===== src/rtl/border_phase_ctrl.sv =====
`default_nettype none
// ============================================================================
//  Module      : border_phase_ctrl
//  Description : Game-phase sequencer. It produces the init/dead qualifiers and
//                the border colour used by the draw layers. It also produces a
//                one-clock frame tick derived from the raster counters.
//                Phases: attract -> serve -> play -> death blink -> over/win.
//  Ports       : clk, rst_n (sync, active low)
//                vcounter[10:0], hcounter[11:0]  raster position
//                start_btn (level), ball_lost (pulse), bricks_clear (level)
//                init, dead, border_color[3:0], lives[2:0], phase[2:0],
//                frame_tick
//  Revision    : 1.0  initial release
// ============================================================================
module border_phase_ctrl #(
    parameter int LIVES        = 3,
    parameter int SERVE_FRAMES = 60,
    parameter int DEAD_FRAMES  = 120,
    parameter int BLINK_FRAMES = 8
) (
    input  logic        clk,
    input  logic        rst_n,
    input  logic [10:0] vcounter,
    input  logic [11:0] hcounter,
    input  logic        start_btn,
    input  logic        ball_lost,
    input  logic        bricks_clear,
    output logic        init,
    output logic        dead,
    output logic [3:0]  border_color,
    output logic [2:0]  lives,
    output logic [2:0]  phase,
    output logic        frame_tick
);

    localparam logic [2:0] S_IDLE  = 3'd0;
    localparam logic [2:0] S_SERVE = 3'd1;
    localparam logic [2:0] S_PLAY  = 3'd2;
    localparam logic [2:0] S_DEAD  = 3'd3;
    localparam logic [2:0] S_OVER  = 3'd4;
    localparam logic [2:0] S_WIN   = 3'd5;

    localparam logic [2:0] c_lives = 3'(LIVES);
    localparam logic [7:0] c_serve = 8'(SERVE_FRAMES);
    localparam logic [7:0] c_dead  = 8'(DEAD_FRAMES);
    localparam logic [7:0] c_blink = 8'(BLINK_FRAMES);

    logic [2:0] r_state;
    logic [2:0] r_lives;
    logic [7:0] r_cnt;
    logic [7:0] r_blink_cnt;
    logic       r_blink;
    logic       r_top_q;
    logic       r_start_q;
    logic       r_frame_tick;
    logic       r_init;
    logic       r_dead;
    logic [3:0] r_border;

    logic       w_top;
    logic       w_start_pulse;
    logic [7:0] w_cnt_inc;
    logic [7:0] w_blink_inc;
    logic [2:0] w_nxt_state;
    logic [2:0] w_nxt_lives;
    logic [7:0] w_nxt_cnt;
    logic [7:0] w_nxt_blink_cnt;
    logic       w_nxt_blink;
    logic       w_nxt_init;
    logic       w_nxt_dead;
    logic [3:0] w_nxt_border;

    assign w_top         = (vcounter == 11'd0) && (hcounter == 12'd0);
    assign w_start_pulse = start_btn & ~r_start_q;
    // Frame counter saturates so a very long dwell can never wrap it.
    assign w_cnt_inc     = (r_cnt == 8'hFF) ? r_cnt : r_cnt + 8'd1;
    assign w_blink_inc   = r_blink_cnt + 8'd1;

    always_comb begin
        w_nxt_state     = r_state;
        w_nxt_lives     = r_lives;
        w_nxt_blink     = r_blink;
        w_nxt_blink_cnt = r_blink_cnt;
        case (r_state)
            S_IDLE: begin
                if (w_start_pulse) begin
                    w_nxt_state = S_SERVE;
                    w_nxt_lives = c_lives;
                end
            end
            S_SERVE: begin
                if (r_frame_tick && (w_cnt_inc == c_serve)) w_nxt_state = S_PLAY;
            end
            S_PLAY: begin
                if (bricks_clear) begin
                    w_nxt_state = S_WIN;
                end else if (ball_lost) begin
                    w_nxt_state     = S_DEAD;
                    w_nxt_blink     = 1'b0;
                    w_nxt_blink_cnt = 8'd0;
                end
            end
            S_DEAD: begin
                if (r_frame_tick) begin
                    if (w_blink_inc == c_blink) begin
                        w_nxt_blink     = ~r_blink;
                        w_nxt_blink_cnt = 8'd0;
                    end else begin
                        w_nxt_blink_cnt = w_blink_inc;
                    end
                    if (w_cnt_inc == c_dead) begin
                        // Guarded so lives can never wrap below zero.
                        if (r_lives <= 3'd1) begin
                            w_nxt_state = S_OVER;
                            w_nxt_lives = 3'd0;
                        end else begin
                            w_nxt_state = S_SERVE;
                            w_nxt_lives = r_lives - 3'd1;
                        end
                    end
                end
            end
            S_OVER: begin
                w_nxt_lives = 3'd0;
                if (w_start_pulse) w_nxt_state = S_IDLE;
            end
            S_WIN: begin
                if (w_start_pulse) w_nxt_state = S_SERVE;
            end
            default: w_nxt_state = S_IDLE;
        endcase

        w_nxt_cnt = (w_nxt_state != r_state) ? 8'd0
                  : (r_frame_tick ? w_cnt_inc : r_cnt);

        // Outputs are decoded from the next state so they register together
        // with the phase change.
        w_nxt_init   = 1'b0;
        w_nxt_dead   = 1'b0;
        w_nxt_border = 4'b1111;
        case (w_nxt_state)
            S_IDLE, S_SERVE: w_nxt_init = 1'b1;
            S_DEAD: begin
                w_nxt_dead   = 1'b1;
                w_nxt_border = w_nxt_blink ? 4'b1111 : 4'b0000;
            end
            S_OVER: begin
                w_nxt_dead   = 1'b1;
                w_nxt_border = 4'b0000;
            end
            S_WIN: begin
                w_nxt_init   = 1'b1;
                w_nxt_border = 4'b1010;
            end
            default: w_nxt_init = 1'b0;
        endcase
    end

    always_ff @(posedge clk) begin
        if (!rst_n) begin
            r_state      <= S_IDLE;
            r_lives      <= c_lives;
            r_cnt        <= 8'd0;
            r_blink_cnt  <= 8'd0;
            r_blink      <= 1'b0;
            r_top_q      <= 1'b0;
            r_start_q    <= 1'b0;
            r_frame_tick <= 1'b0;
            r_init       <= 1'b1;
            r_dead       <= 1'b0;
            r_border     <= 4'b1111;
        end else begin
            r_state      <= w_nxt_state;
            r_lives      <= w_nxt_lives;
            r_cnt        <= w_nxt_cnt;
            r_blink_cnt  <= w_nxt_blink_cnt;
            r_blink      <= w_nxt_blink;
            r_top_q      <= w_top;
            r_start_q    <= start_btn;
            // Edge of the 0/0 position: one pulse even if the raster dwells.
            r_frame_tick <= w_top & ~r_top_q;
            r_init       <= w_nxt_init;
            r_dead       <= w_nxt_dead;
            r_border     <= w_nxt_border;
        end
    end

    assign init         = r_init;
    assign dead         = r_dead;
    assign border_color = r_border;
    assign lives        = r_lives;
    assign phase        = r_state;
    assign frame_tick   = r_frame_tick;

endmodule
`default_nettype wire


===== config.mk =====
export PLATFORM = sky130hd
export DESIGN_NAME = border_phase_ctrl
export DESIGN_NICKNAME = d
export VERILOG_FILES = /design/src/rtl/border_phase_ctrl.sv
export SDC_FILE = /design/constraint.sdc
export NUM_CORES = 1
export LEC_CHECK = 0
export CAP_MARGIN = 5
export CORE_ASPECT_RATIO = 1.1
export CORE_MARGIN = 8
export CORE_UTILIZATION = 50
export CTS_CLUSTER_DIAMETER = 200
export DETAILED_ROUTE_END_ITERATION = 10
export GPL_TIMING_DRIVEN = 0
export PLACE_DENSITY_LB_ADDON = 0.08
export SLEW_MARGIN = 20
export SYNTH_ARGS = -nofsm -noshare
export SYNTH_HDL_FRONTEND = slang
export SYNTH_SLANG_ARGS = --single-unit

===== constraint.sdc =====
create_clock -name clk -period 6.21 [get_ports clk]
set_input_delay 1.242 -clock clk [delete_from_list [all_inputs] [get_ports clk]]
set_output_delay 1.242 -clock clk [all_outputs]
set_load 0.05 [all_outputs]

==> results.md <==
Final layout:
- Fill cells in the final layout number 301.
- The post-layout net count is 292.
- The sequential cells in the finished layout cover a total of 601 sq um.
- The number of antenna diodes in the final layout is 0.
- From synthesis to final layout, the design area changed by 28.4%.
- For this run, the share of the core covered by cells in the final layout is 0.675.
- The combined area of the multi-input logic cells is 1090 sq um.
- Of the cells placed in the final design, the portion with a size suffix greater than 1 is 0.100.

Yosys:
- The portion of synthesized cell area occupied by the leading cell type is 0.340.
- The synthesized design contains 0 enable-type register cells.
- For this run, the number of Yosys warnings is 0.
- The summed instance area of the synthesized netlist is 1760 sq um.
- Sorting the synthesized cells by how often they occur yields sky130_fd_sc_hd__dfxtp_1 (30), sky130_fd_sc_hd__nand2_1 (20), sky130_fd_sc_hd__nor2_1 (16).
- The proportion of register bits with asynchronous set or reset after synthesis is 0.
- The biggest area contributor in the post-synthesis netlist is sky130_fd_sc_hd__dfxtp_1.
- Counting every net in the synthesized netlist gives 246.
- Synthesis instantiated 50 different standard cells from the library.
- The cell with the most instances after synthesis is sky130_fd_sc_hd__dfxtp_1.
- Synthesis produced 214 cells.
- For this run, the register share of the synthesized area comes to 0.340.
- Each instance of the synthesized netlist takes up on average 8.24 sq um.
- Among all flip-flop cells after synthesis, the most frequent one is sky130_fd_sc_hd__dfxtp_1.
- Synthesis inferred 30 register bits.
- After synthesis, the cell types taking the most area are sky130_fd_sc_hd__dfxtp_1 (34%), sky130_fd_sc_hd__nand2_1 (4.3%), sky130_fd_sc_hd__nand3_1 (4.3%).

Placement:
- The placer congestion estimate is 0.844.
- In this run the tool buffered the top-level ports with 39 buffer cells.
- Detailed placement finished with a half-perimeter wire length of 3260 microns.
- OpenSTA, run right after detailed placement, puts the worst setup slack at 2880 ps.

Critical path:
- In this run the worst path has a maximum fanout of 8.
- The type of origin of the critical path is an input port.
- STA puts the critical path data arrival time at 3240 ps.
- The kind of capture point of the worst setup path is a flip-flop.
- At the worst endpoint, the required time is 6450 ps.
- The setup path with the least slack is of type input port to flip-flop.

Pwr:
- For this design the static power due to leakage is 0.815 nW.
- The areal power density over the cells is 156 nW/um^2.
- The completed layout was analyzed and its total power is 0.353 mW.
- The worst-case IR drop observed on VDD is 0.0899 mV.

Floorplanning:
- The overall die width is 72.6 microns.
- 41 I/O pins were placed.
- The total area inside the core boundary comes to 3360 sq um.
- The starting utilization of the core area is 0.525.
- The floorplan die area is 5690 sq um.
- The height of the chip is 78.3 microns.
- The placement row count is 22.

Timing:
- The final number of hold-violating endpoints is 0.
- The number of failing setup endpoints in the final timing report is 0.
- The worst path in the final design needs a cycle of 3000 ps, including I/O delays and setup.
- On the final layout, the worst clock skew is 9.18 ps.
- Setup repair after global routing left no endpoint under its margin.
- The transition time of the tightest slew-check pin is 597 ps.
- For this run, the top clock speed supported by timing is 333 MHz.
- The final worst-path cycle share is 0.484.
- The worst path meets setup with 3210 ps of slack.
- Summed over all failing endpoints, the final setup total negative slack is 0 ps.
- The number of pins exceeding their max-slew limit in the final report came to 0.
- Headroom to the max-slew limit came out at 0.601.

Clock network:
- The CTS tree is done.
- Clock-pin slew was measured on the worst setup and hold paths at 80 ps.
- The CTS buffer count is 5.
- After clock tree synthesis, the repair step resized 0 gates.
- The number of setup buffers added after CTS is 0.
- The cell sitting at the root of the clock tree is a sky130_fd_sc_hd__clkbuf_4.
- At the later pin of the worst-skew pair, clock insertion delay measures 320 ps.
- The CTS H-tree depth is 2.
- The number of hold buffers added after CTS is 0.
- The number of buffers between clock root and the deepest sink is 2.
- The number of clock sinks is 30.

Global routing:
- The initial antenna violation count came to 0.
- Entering global routing, the biggest net connects 11 pins.
- The final global-route overflow total is 0.
- The number of global-route vias before repair is 1673.
- The first global-routing pass estimated 7100 microns of wire.
- For this run, the total global-route usage over all layers was measured as 0.152.

Detailed routing:
- In the routed layout, each cell is associated on average with a via count of 5.59.
- The number of iterations in the first detailed-routing pass is 4.
- For this run, design rule violations remaining after detail routing come to 0.
- The detailed router's first-iteration violation count is 86.
- Once detail routing completed, the nets flagged for antenna violations numbered 0.
- The total via count in the routed design is 1716.
- The final layout contains routed wiring with a total length of 4170 microns.
- After detailed routing, the average wire length per cell comes to 13.6 microns.

Min path:
- The path category of the worst min-delay check is flip-flop to flip-flop.

Run status:
- The run finished with clean final reports.

Run:
- Max-cap violations in this run came to 0.
==> routing by layer <==
layer	up-vias	global-route usage	part of all wire
met3	8	0.0432	0.041
met4	0	0.0601	0.016
met1	808	0.152	0.40
met2	26	0.284	0.54
li1	874	-	-
met5	-	0	0
==> layout by cell type, fill, tap and decap left out, types with 4 or more instances in the layout <==
cell / n
sky130_fd_sc_hd__clkdlybuf4s50_1: 39
sky130_fd_sc_hd__dfxtp_1: 30
sky130_fd_sc_hd__nand2_1: 20
sky130_fd_sc_hd__nor2_1: 16
sky130_fd_sc_hd__nand3_1: 15
sky130_fd_sc_hd__o21ai_0: 13
sky130_fd_sc_hd__nor3_1: 10
sky130_fd_sc_hd__a21oi_1: 9
sky130_fd_sc_hd__inv_1: 8
sky130_fd_sc_hd__nor4_1: 7
sky130_fd_sc_hd__a21boi_0: 6
sky130_fd_sc_hd__nor2b_1: 5
sky130_fd_sc_hd__and2_1: 5
sky130_fd_sc_hd__o211a_1: 5
sky130_fd_sc_hd__xnor2_1: 5
sky130_fd_sc_hd__clkbuf_4: 5
sky130_fd_sc_hd__ha_1: 4
==> worst paths after layout <==
| path | from | endpoint | slack [ps] | cells after the start |
|---|---|---|---|---|
| worst max register to register | r_cnt[0] | r_cnt[6] | 3230 | 9 |
| worst min-delay path | r_top_q | frame_tick | 400 | 1 |
| worst max-delay path | ball_lost | r_cnt[6] | 3210 | 7 |
| worst min register to register | r_top_q | frame_tick | 400 | 1 |
==> flip-flops by register name, summed over array words and instances (netlist names) <==
register	flops
r_cnt	8
dead	1
r_top_q	1
lives	3
phase	3
r_blink	1
r_blink_cnt	8
frame_tick	1
init	1
r_start_q	1
border_color	2
==> worst max-delay path, cell delays in order <==
cell	delay [ps]
sky130_fd_sc_hd__clkdlybuf4s50_1	440
sky130_fd_sc_hd__or3_1	350
sky130_fd_sc_hd__o311ai_0	110
sky130_fd_sc_hd__a22oi_1	170
sky130_fd_sc_hd__a211oi_4	410
sky130_fd_sc_hd__xnor2_2	220
sky130_fd_sc_hd__nor4b_2	290
==> stage by stage <==
stage,hold slack (ps),area [sq um],cells
final,398,2270,307
after global routing,438,2270,307
after CTS,400,2270,307
after detailed placement,388,2210,301
after global placement,381,2210,301
after floorplan,375,1760,214
==> power by group <==
part	internal, mW	switching [mW]
clock network	0.0509	0.0613
registers	0.194	0.000407
logic	0.0243	0.0223
total	0.269	0.0841
==> area by class of cell <==
cell class	count	share of cell area
clock buffers	6	0.0226
multi-input cells	168	0.481
flip-flops and latches	30	0.265
inverters	8	0.0133
repair buffers	39	0.172
well taps	48	0.0265
plain buffers	8	0.0193
==> kinds of logic after synthesis <==
kind of cell / count (synthesis) / share of synthesized area
simple gates: 103 / 0.325
compound gates: 53 / 0.219
flops: 30 / 0.340
buf+inv: 16 / 0.0418
xor+xnor: 7 / 0.0390
fa+ha+maj: 4 / 0.0284
mux: 1 / 0.00638
No activity file was read; power rests on OpenSTA's default activity.
